**src/rtl/ps2_keymatrix_pkg.sv**
```systemverilog
// Shared types and constants for the PS/2 Set-2 to Spectrum key matrix decoder.
package ps2_keymatrix_pkg;

  localparam int unsigned ROWS_DEF = 8;
  localparam int unsigned COLS_DEF = 5;

  localparam logic [7:0] SC_EXT    = 8'hE0;
  localparam logic [7:0] SC_BRK    = 8'hF0;
  localparam logic [7:0] SC_PAUSE  = 8'hE1;
  localparam logic [7:0] SC_BAT    = 8'hAA;
  localparam logic [7:0] SC_ACK    = 8'hFA;
  localparam logic [7:0] SC_ECHO   = 8'hEE;
  localparam logic [7:0] SC_RESEND = 8'hFE;

  localparam logic [2:0] ST_IDLE    = 3'd0;
  localparam logic [2:0] ST_EXT     = 3'd1;
  localparam logic [2:0] ST_BRK     = 3'd2;
  localparam logic [2:0] ST_EXT_BRK = 3'd3;
  localparam logic [2:0] ST_SKIP    = 3'd4;

  typedef enum logic [2:0] {
    StIdle   = ST_IDLE,
    StExt    = ST_EXT,
    StBrk    = ST_BRK,
    StExtBrk = ST_EXT_BRK,
    StSkip   = ST_SKIP
  } fsm_state_e;

  typedef struct packed {
    logic       valid;
    logic [2:0] row;
    logic [2:0] col;
    logic       combo;
  } key_pos_t;

  // Held-bit slot for each combo key, derived from the digit it drives.
  function automatic logic [2:0] combo_idx(input logic [2:0] row, input logic [2:0] col);
    logic [2:0] idx;
    if (row == 3'd3) begin
      idx = 3'd1;
    end else begin
      case (col)
        3'd4:    idx = 3'd2;
        3'd3:    idx = 3'd3;
        3'd2:    idx = 3'd4;
        default: idx = 3'd0;
      endcase
    end
    return idx;
  endfunction

endpackage

```
**src/rtl/ps2_keymatrix_if.sv**
```systemverilog
// Received-byte stream from the PS/2 core (valid/ready).
interface ps2_keymatrix_if;
  logic [7:0] scan_data;
  logic       scan_valid;
  logic       scan_ready;

  modport master (output scan_data, output scan_valid, input scan_ready);
  modport slave (input scan_data, input scan_valid, output scan_ready);
endinterface

```
**src/rtl/ps2_keymap.sv**
```systemverilog
// Combinational Set-2 scancode to Spectrum matrix position lookup.
module ps2_keymap
  import ps2_keymatrix_pkg::*;
(
  input  logic       ext_i,
  input  logic [7:0] code_i,
  output key_pos_t   pos_o
);

  // rc is {row, col} written as two octal digits.
  function automatic key_pos_t kp(input logic [5:0] rc, input logic combo);
    key_pos_t p;
    p.valid = 1'b1;
    p.row   = rc[5:3];
    p.col   = rc[2:0];
    p.combo = combo;
    return p;
  endfunction

  always_comb begin
    pos_o = '0;
    if (ext_i) begin
      case (code_i)
        8'h6B:   pos_o = kp(6'o34, 1'b1);
        8'h72:   pos_o = kp(6'o44, 1'b1);
        8'h75:   pos_o = kp(6'o43, 1'b1);
        8'h74:   pos_o = kp(6'o42, 1'b1);
        default: pos_o = '0;
      endcase
    end else begin
      case (code_i)
        8'h12, 8'h59: pos_o = kp(6'o00, 1'b0);
        8'h1A: pos_o = kp(6'o01, 1'b0);
        8'h22: pos_o = kp(6'o02, 1'b0);
        8'h21: pos_o = kp(6'o03, 1'b0);
        8'h2A: pos_o = kp(6'o04, 1'b0);
        8'h1C: pos_o = kp(6'o10, 1'b0);
        8'h1B: pos_o = kp(6'o11, 1'b0);
        8'h23: pos_o = kp(6'o12, 1'b0);
        8'h2B: pos_o = kp(6'o13, 1'b0);
        8'h34: pos_o = kp(6'o14, 1'b0);
        8'h15: pos_o = kp(6'o20, 1'b0);
        8'h1D: pos_o = kp(6'o21, 1'b0);
        8'h24: pos_o = kp(6'o22, 1'b0);
        8'h2D: pos_o = kp(6'o23, 1'b0);
        8'h2C: pos_o = kp(6'o24, 1'b0);
        8'h16: pos_o = kp(6'o30, 1'b0);
        8'h1E: pos_o = kp(6'o31, 1'b0);
        8'h26: pos_o = kp(6'o32, 1'b0);
        8'h25: pos_o = kp(6'o33, 1'b0);
        8'h2E: pos_o = kp(6'o34, 1'b0);
        8'h45: pos_o = kp(6'o40, 1'b0);
        8'h46: pos_o = kp(6'o41, 1'b0);
        8'h3E: pos_o = kp(6'o42, 1'b0);
        8'h3D: pos_o = kp(6'o43, 1'b0);
        8'h36: pos_o = kp(6'o44, 1'b0);
        8'h4D: pos_o = kp(6'o50, 1'b0);
        8'h44: pos_o = kp(6'o51, 1'b0);
        8'h43: pos_o = kp(6'o52, 1'b0);
        8'h3C: pos_o = kp(6'o53, 1'b0);
        8'h35: pos_o = kp(6'o54, 1'b0);
        8'h5A: pos_o = kp(6'o60, 1'b0);
        8'h4B: pos_o = kp(6'o61, 1'b0);
        8'h42: pos_o = kp(6'o62, 1'b0);
        8'h3B: pos_o = kp(6'o63, 1'b0);
        8'h33: pos_o = kp(6'o64, 1'b0);
        8'h29: pos_o = kp(6'o70, 1'b0);
        8'h14: pos_o = kp(6'o71, 1'b0);
        8'h3A: pos_o = kp(6'o72, 1'b0);
        8'h31: pos_o = kp(6'o73, 1'b0);
        8'h32: pos_o = kp(6'o74, 1'b0);
        8'h66: pos_o = kp(6'o40, 1'b1);
        default: pos_o = '0;
      endcase
    end
  end

endmodule

```
**src/rtl/ps2_keymatrix.sv**
```systemverilog
// PS/2 Set-2 make/break decoder driving an 8x5 Spectrum key matrix read via A15..A8.
// Optional Ctrl+Alt+Del reset request enabled by PS2_KEYMATRIX_RESET_KEY_EN.
module ps2_keymatrix
  import ps2_keymatrix_pkg::*;
#(
  parameter int unsigned ROWS    = ROWS_DEF,
  parameter int unsigned COLS    = COLS_DEF,
  parameter int unsigned E1_SKIP = 7,
  parameter int unsigned VCAPS_W = 3
) (
  input  logic             clk_clk,
  input  logic             reset_reset,
  ps2_keymatrix_if.slave   scan,
  input  logic [ROWS-1:0]  row_sel_n,
  output logic [COLS-1:0]  col_n,
  output logic             key_event,
  output logic             overflow_clr
`ifdef PS2_KEYMATRIX_RESET_KEY_EN
  ,
  output logic             cpu_reset_req
`endif
);

  localparam int unsigned SKIP_W = $clog2(E1_SKIP + 1);

  fsm_state_e                state_q, state_d;
  logic [SKIP_W-1:0]         skip_q, skip_d;
  logic [ROWS-1:0][COLS-1:0] matrix_q, matrix_d, pressed;
  logic [VCAPS_W-1:0]        vcaps_q, vcaps_d;
  logic [4:0]                held_q, held_d;
  logic [COLS-1:0]           col_q, col_or;
  logic                      ready_q, event_q, event_d, clr_q;
  logic                      accept, ext, brk, do_key, clr;
  logic [7:0]                code;
  logic [2:0]                cidx;
  key_pos_t                  pos;

  assign accept          = scan.scan_valid & ready_q;
  assign code            = scan.scan_data;
  assign scan.scan_ready = ready_q;
  assign col_n           = col_q;
  assign key_event       = event_q;
  assign overflow_clr    = clr_q;
  assign cidx            = combo_idx(pos.row, pos.col);

  ps2_keymap u_keymap (
    .ext_i  (ext),
    .code_i (code),
    .pos_o  (pos)
  );

  always_comb begin
    state_d = state_q;
    skip_d  = skip_q;
    ext     = 1'b0;
    brk     = 1'b0;
    do_key  = 1'b0;
    clr     = 1'b0;
    if (accept) begin
      unique case (state_q)
        StIdle: begin
          if (code == SC_EXT) begin
            state_d = StExt;
          end else if (code == SC_BRK) begin
            state_d = StBrk;
          end else if (code == SC_PAUSE) begin
            state_d = StSkip;
            skip_d  = SKIP_W'(E1_SKIP);
          end else if (code == 8'h00 || code == 8'hFF) begin
            clr = 1'b1;
          end else if (!(code inside {SC_BAT, SC_ECHO, SC_ACK, SC_RESEND})) begin
            do_key = 1'b1;
          end
        end
        StExt: begin
          ext = 1'b1;
          if (code == SC_BRK) begin
            state_d = StExtBrk;
          end else begin
            state_d = StIdle;
            // E0 12 / E0 59 are the fake shifts wrapped around extended keys.
            do_key  = !(code inside {8'h12, 8'h59});
          end
        end
        StBrk: begin
          state_d = StIdle;
          brk     = 1'b1;
          do_key  = 1'b1;
        end
        StExtBrk: begin
          state_d = StIdle;
          ext     = 1'b1;
          brk     = 1'b1;
          do_key  = 1'b1;
        end
        StSkip: begin
          skip_d = skip_q - 1'b1;
          if (skip_q <= SKIP_W'(1)) state_d = StIdle;
        end
        default: state_d = StIdle;
      endcase
    end
  end

  always_comb begin
    matrix_d = matrix_q;
    vcaps_d  = vcaps_q;
    held_d   = held_q;
    event_d  = 1'b0;
    if (clr) begin
      matrix_d = '0;
      vcaps_d  = '0;
      held_d   = '0;
    end else if (do_key && pos.valid) begin
      event_d                    = 1'b1;
      matrix_d[pos.row][pos.col] = ~brk;
      if (pos.combo) begin
        if (brk) begin
          if (vcaps_q != '0) vcaps_d = vcaps_q - 1'b1;
          held_d[cidx] = 1'b0;
        end else if (!held_q[cidx]) begin
          held_d[cidx] = 1'b1;
          if (vcaps_q != {VCAPS_W{1'b1}}) vcaps_d = vcaps_q + 1'b1;
        end
      end
    end
  end

  always_comb begin
    pressed       = matrix_q;
    pressed[0][0] = matrix_q[0][0] | (vcaps_q != '0);
    col_or        = '0;
    for (int r = 0; r < ROWS; r++) begin
      if (!row_sel_n[r]) col_or = col_or | pressed[r];
    end
  end

  always_ff @(posedge clk_clk) begin
    if (reset_reset) begin
      state_q  <= StIdle;
      skip_q   <= '0;
      matrix_q <= '0;
      vcaps_q  <= '0;
      held_q   <= '0;
      col_q    <= '1;
      ready_q  <= 1'b0;
      event_q  <= 1'b0;
      clr_q    <= 1'b0;
    end else begin
      state_q  <= state_d;
      skip_q   <= skip_d;
      matrix_q <= matrix_d;
      vcaps_q  <= vcaps_d;
      held_q   <= held_d;
      col_q    <= ~col_or;
      ready_q  <= 1'b1;
      event_q  <= event_d;
      clr_q    <= clr;
    end
  end

`ifdef PS2_KEYMATRIX_RESET_KEY_EN
  logic ctrl_q, alt_q, del_q, armed_q, rst_req_q;
  logic ctrl_d, alt_d, del_d, armed_d, rst_req_d, cad_hit;

  always_comb begin
    ctrl_d    = ctrl_q;
    alt_d     = alt_q;
    del_d     = del_q;
    armed_d   = armed_q;
    rst_req_d = 1'b0;
    cad_hit   = 1'b0;
    if (do_key) begin
      if (!ext && code == 8'h14) begin
        ctrl_d  = ~brk;
        cad_hit = 1'b1;
      end
      if (!ext && code == 8'h11) begin
        alt_d   = ~brk;
        cad_hit = 1'b1;
      end
      if (ext && code == 8'h71) begin
        del_d   = ~brk;
        cad_hit = 1'b1;
        if (brk) armed_d = 1'b1;
      end
      if (cad_hit && !brk && ctrl_d && alt_d && del_d && armed_q) begin
        rst_req_d = 1'b1;
        armed_d   = 1'b0;
      end
    end
  end

  always_ff @(posedge clk_clk) begin
    if (reset_reset) begin
      ctrl_q    <= 1'b0;
      alt_q     <= 1'b0;
      del_q     <= 1'b0;
      armed_q   <= 1'b1;
      rst_req_q <= 1'b0;
    end else begin
      ctrl_q    <= ctrl_d;
      alt_q     <= alt_d;
      del_q     <= del_d;
      armed_q   <= armed_d;
      rst_req_q <= rst_req_d;
    end
  end

  assign cpu_reset_req = rst_req_q;
`endif

endmodule

```
**src/flat_wrapper.sv**
```systemverilog
// flat-port wrapper written by rule: the top's interface ports become plain ports
module ps2_keymatrix_flat import ps2_keymatrix_pkg::*;
#(
  parameter int unsigned ROWS    = ROWS_DEF,
  parameter int unsigned COLS    = COLS_DEF,
  parameter int unsigned E1_SKIP = 7,
  parameter int unsigned VCAPS_W = 3
)
  (clk_clk, reset_reset, row_sel_n, col_n, key_event, overflow_clr, scan_scan_data, scan_scan_valid, scan_scan_ready);
  ps2_keymatrix_if scan_i ();
  input  logic clk_clk;
  input  logic reset_reset;
  input  logic [ROWS-1:0] row_sel_n;
  output logic [COLS-1:0] col_n;
  output logic key_event;
  output logic overflow_clr;
  input wire logic [$bits(scan_i.scan_data)-1:0] scan_scan_data;
  input wire logic [$bits(scan_i.scan_valid)-1:0] scan_scan_valid;
  output wire logic [$bits(scan_i.scan_ready)-1:0] scan_scan_ready;
  assign scan_i.scan_data = scan_scan_data;
  assign scan_i.scan_valid = scan_scan_valid;
  assign scan_scan_ready = scan_i.scan_ready;
  ps2_keymatrix #(.ROWS(ROWS), .COLS(COLS), .E1_SKIP(E1_SKIP), .VCAPS_W(VCAPS_W)) u_core (.clk_clk(clk_clk), .reset_reset(reset_reset), .scan(scan_i), .row_sel_n(row_sel_n), .col_n(col_n), .key_event(key_event), .overflow_clr(overflow_clr));
endmodule
```
**config.mk**
```make
export PLATFORM = sky130hd
export DESIGN_NAME = ps2_keymatrix_flat
export DESIGN_NICKNAME = d
export VERILOG_FILES = /design/src/rtl/ps2_keymatrix_pkg.sv /design/src/rtl/ps2_keymatrix_if.sv /design/src/rtl/ps2_keymap.sv /design/src/rtl/ps2_keymatrix.sv /design/src/flat_wrapper.sv
export SDC_FILE = /design/constraint.sdc
export NUM_CORES = 1
export LEC_CHECK = 0
export CAP_MARGIN = 10
export CORE_MARGIN = 2
export CORE_UTILIZATION = 50
export CTS_CLUSTER_DIAMETER = 30
export DETAILED_ROUTE_END_ITERATION = 7
export PLACE_DENSITY = 0.76
export SLEW_MARGIN = 5
export SYNTH_ARGS = -nofsm -noshare
export SYNTH_HDL_FRONTEND = slang
export SYNTH_SLANG_ARGS = --single-unit
export TNS_END_PERCENT = 30
```
**constraint.sdc**
```tcl
create_clock -name clk_clk -period 7.3 [get_ports clk_clk]
set_input_delay 0.73 -clock clk_clk [delete_from_list [all_inputs] [get_ports clk_clk]]
set_output_delay 0.73 -clock clk_clk [all_outputs]
set_load 0.02 [all_outputs]
```
# --- After elaboration in Yosys (flattened, before gate mapping) ---
# Memory sizes are Yosys's and may differ from the RTL's.
# Index checks and enable logic that the tools add are counted.
classes:
  addsub: 3
  order_cmp: 7
  n_eq_ne: 30
  muxes: 58
  bitwise_logic: 14
  reduce_logical: 20
ops:
  columns: ["operator", "count"]
  rows:
  - ["equality test 8 bit, second input constant", 8]
  - ["2-to-1 mux 5 bit", 11]
  - ["bitwise mux 40 bit", 1]
  - ["equality test 8 x 7 -> 1 bit, second input constant", 5]
  - ["OR 5 bit", 8]
  - ["2-to-1 mux 3 bit", 12]
  - ["case mux 8 bit (4 select lines)", 1]
  - ["2-to-1 mux 1 bit", 22]
  - ["case mux 3 bit (3 select lines)", 2]
  - ["2-to-1 mux 8 bit", 2]
  - ["demux 5 bit (select 3 bit)", 1]
  - ["equality test 3 x 2 -> 1 bit, second input constant", 5]
  - ["less-than comparator 3 x 4 -> 1 bit, second input constant", 3]
  - ["inverter 5 bit", 2]
  - ["AND reduction 5 bit", 2]
  - [">= comparator 3 x 1 -> 1 bit, second input constant", 3]
  - ["equality test 8 x 5 -> 1 bit, second input constant", 1]
  - ["logical NOT 8 bit", 1]
  - ["demux 1 bit (select 3 bit)", 2]
  - ["equality test 3 bit, second input constant", 2]
  - ["inequality test 2 x 1 -> 1 bit, second input constant", 3]
  - ["inequality test 2 bit, second input constant", 3]
  - ["case mux 3 bit (2 select lines)", 1]
  - ["AND reduction 3 bit", 2]
  - ["21 further kinds", 29]
totals:
  ff_bits: 62
  rom_bits: 1024
  in_bits: 19
  out_inout_bits: 8
  elab_cells: 149
  n_memories: 1
mem_list:
  columns: ["name", "words", "word_bits", "read_ports", "rd_clocked_by_memory_dff", "write_ports", "line_no", "source"]
  rows:
  - ["(no name shown)", 128, 8, 1, 0, 0, "ps2_keymap.sv:31", "case (code_i)"]

# --- Longest topological paths before layout ---
depth:
  word_depth: 18
  ltp_mapped: 13
  ltp_nobuf: 10

# --- Cells and area by module ---
# Synthesis repeated with hierarchy kept, for this count alone.
unflattened:
  hier_cells: 499
  hier_area_um2: 4265.3
modules_own_cells:
  columns: ["mod", "n_inst", "cells_each", "area_per_inst_um2", "seq_area_each_um2"]
  rows:
  - ["ps2_keymatrix", 1, 355, 3358.2, 1241.2]
  - ["ps2_keymap", 1, 144, 907.1, 0.0]

# --- Worst setup path before layout ---
# No wires, ideal clock.
synth_path:
  kind: "input to register"
  from: "input scan_scan_data[0]"
  to: "register u_core.vcaps_q[1]"
  setup_time_ps: 123
  arrival_time_ps: 3008
  required_time_ps: 7177
  slack_ps: 4169
  path_stages: 11
  n_path_buf: 1
  path_cell_list: "inv_1 > ha_1 > and4b_1 > a311oi_1 > a311oi_1 > a211oi_4 > nand3_1 > or2_0 > buf_2 > a311oi_2 > mux2_1"
synth_between:
  elab_chain_cells: 11
  word_cells_on_any_way: 49
  cone_classes: "eq/ne: 19; mux: 21; reduce/logical: 8; memory: 1"
synth_rtl:
  columns: ["element", "line_no", "source"]
  rows:
  - ["start, declared", "flat_wrapper.sv:17", "input wire logic [$bits(scan_i.scan_data)-1:0] scan_scan_data;"]
  - ["branches (longest 11 deep; another with memory (128 x 8 bit))", null, null]
  - ["end signal, assigned", "ps2_keymatrix.sv:153", "vcaps_q <= vcaps_d;"]
  - ["end, declared", "ps2_keymatrix.sv:29", "logic [VCAPS_W-1:0] vcaps_q, vcaps_d;"]
# Parallel ways; which one is timed is not known. The select of a mux whose other input is x is not followed.
# A chain may end at the register's enable or synchronous reset.

# --- Final worst setup path ---
layout_path:
  from: "input scan_scan_data[4]"
  to: "register u_core.vcaps_q[1]"
# Same word-level chain as after synthesis.

==> impl_metrics.tcl <==
set metrics [dict create \
    run_status "finished, final reports clean" \
    ys_ff_latch 62 \
    critPathArrivalTime_ps 4280 \
    dpl.cell_count 600 \
    combPwrFrac_pct 12.7 \
    crit_type "in2reg" \
    drt_wl_total_mm 11.1 \
    hold_viol 0 \
    crit_path_end_kind "register" \
    holdWs_ps 479 \
    clockPowerShare_pct 44.3 \
    cts.sinks 62 \
    die_w_um 95.4 \
    wl_met3_um 810 \
    synthTopCellsByCount "dfxtp_1 (62), nor2_1 (53), a21oi_1 (40)" \
    final_design_area_no_fill_sq_um 4570 \
    power.density_nw_per_um2 173 \
    portBuffers 26 \
    grt_pass1_wl_mm 18.2 \
    met1Wirelength_mm 5.11 \
    irDropWorstVdd_mv 0.140 \
    overflow 0 \
    synth.distinct_cells 92 \
    antenna_found_initial 0 \
    p_leak_nw 1.51 \
    grt_max_degree 47 \
    start_kind "input pin" \
    finalSetupViolCount 0 \
    area_growth_pct 9.47 \
    gr-usage-all-layers_pct 25.7 \
    sw_frac_of_total_pct 27.0 \
    clk_latency_ps 350 \
    fin_skew_ps 10.3 \
    synthTopCellsByArea "dfxtp_1 (30%), a21oi_1 (4.8%), nor2_1 (4.8%), mux2i_1 (3.8%), a22oi_1 (3.1%)" \
    postCtsHoldBufs 0 \
    max-slew-margin-rel_pct 30.7 \
    max_cap_viol_count 0 \
    drt-initial-drc-count 450 \
    finalCritPeriodShare_pct 55.3 \
    fillCellCount 736 \
    worst_pin_slew_ps 1040 \
    cts_max_path_buffers 2 \
    io_pins 27 \
    ys.flop_type "dfxtp_1" \
    drive_gt1_share_pct 11.0 \
    final_cells 616 \
    core-area_sq_um 8130 \
    ant_nets 0 \
    synthMostInstantiatedCell "dfxtp_1" \
    grt_pass1_vias 3725 \
    internal_power_mw 0.577 \
    highest_layer "met4" \
    drcViolationCount 0 \
    syn_area_sq_um 4170 \
    crit_required_ps 7540 \
    rsz0062_at_grt "no" \
    multiInputGateArea_sq_um 2600 \
    switchingPower_mw 0.213 \
    nets 534 \
    synth_top_area_share_pct 29.7 \
    setup_tns_ps 0 \
    initial_core_util_pct 51.3 \
    register_area_sq_um 1240 \
    path_max_fanout 30 \
    hold_class "reg2reg" \
    post_drt_wl_per_cell_um 18.1 \
    fin_util_pct 56.2 \
    syn_avg_cell_area_sq_um 8.36 \
    cts_tree "done" \
    layout_min_cycle_time_ps 4040 \
    syn_nets 527 \
    dieArea_sq_um 9090 \
    ys_warn_count 0 \
    synthArstFlopShare_pct 0 \
    seq_power_share_pct 43.0 \
    place.gp.congestion 1.01 \
    die_h_um 95.4 \
    synth-seq-area-share_pct 29.7 \
    cts_buffers 9 \
    post_cts_buffers 0 \
    wl_met2_mm 5.03 \
    n_antenna_cell 0 \
    slew_viol_final 0 \
    dp_hpwl_mm 7.76 \
    clk_pin_slew_ps 70 \
    fmax_mhz 248 \
    cts-root-buf "clkbuf_8" \
    postSynthCellCount 499 \
    yosys.area.top_type "dfxtp_1" \
    rows 33 \
    synth_edf_count 0 \
    vias 3966 \
    cts_resized 0 \
    drtPass1Iterations 5 \
    vias_per_cell 6.44 \
    dpl-instance-area_sq_um 4340 \
    h-tree-depth 3 \
]
## worst paths after layout
path / from / to / slack (ps) / depth (start not counted)
worst max-delay path: scan_scan_data[4] / u_core.vcaps_q[1] / 3260 / 9
worst min-delay path: u_core.matrix_q[23] / u_core.matrix_q[23] / 480 / 2
worst max register to register: u_core.state_q[0] / u_core.vcaps_q[1] / 4210 / 8
worst min register to register: u_core.matrix_q[23] / u_core.matrix_q[23] / 480 / 2
## per-layer routing
layer	track usage [%]	vias to the layer above
li1	-	1884
met1	35.0	1902
met2	39.7	162
met3	6.25	18
met4	8.70	0
met5	0	-
## area by class of cell
type,count,area share (%)
Clock buffer,10,3.01
Clock inverter,6,2.03
Inverter,24,1.97
Multi-Input combinational cell,381,56.9
Sequential cell,62,27.2
Tap cell,105,2.88
Timing Repair Buffer,28,6.02
## metrics by stage
stage	power (mW)	worst slack, ps
after global routing	0.819	3040
after detailed placement	0.445	2990
after CTS	0.792	3340
after global placement	0.445	3030
final	0.790	3260
after floorplan	0.419	4170
## power by group through the flow
stage	clock, mW	combinational [mW]	sequential, mW
5_1_grt	0.370	0.109	0.340
4_1_cts	0.354	0.0980	0.340
6_report	0.350	0.101	0.340
2_1_floorplan	0	0.0710	0.348
3_3_place_gp	0	0.0971	0.348
3_5_place_dp	0	0.0976	0.348
## critical path, cell delays in order
cell	delay, ps
clkdlybuf4s50_1	950
and2_2	530
a311oi_1	210
a311oi_1	120
a211oi_4	390
nand3_1	200
or2_0	390
a311oi_2	400
mux2_1	350
## sequential cells by signal (all words and copies together), names as in the netlist, named ones only
name / flops
u_core.state_q: 3
u_core.matrix_q: 40
u_core.scan.scan_ready: 1
u_core.skip_q: 3
u_core.overflow_clr: 1
u_core.vcaps_q: 3
u_core.key_event: 1
u_core.col_n: 5
## cell usage in the layout (no fill, tap or decap), types with 4 or more instances in the layout
cell              n
or3_1            18
inv_1            22
a22oi_1          17
a31oi_1           5
and3_1            6
clkbuf_8         10
nor2_1           53
a311oi_1         12
clkdlybuf4s50_1  26
nor3_1           16
mux2i_1          16
a41o_1            4
nor3_2            6
dfxtp_1          62
nand2_1          21
nor2b_1           9
o21ai_0          21
o2111ai_1         4
nand3_1          10
a21oi_1          40
a211oi_1         13
ha_1              8
nand2b_1          9
## kinds of logic (layout without fill, tap and decap cells)
group	after synthesis	in the layout	synth area share (%)
simple gates	186	186	25.0
compound gates	165	165	29.1
flops	62	62	29.7
buf+inv	56	68	7.94
mux	20	20	5.19
fa+ha+maj	9	9	2.88
xor+xnor	1	1	0.210
Note: power is estimated with default switching activity, not from simulation.
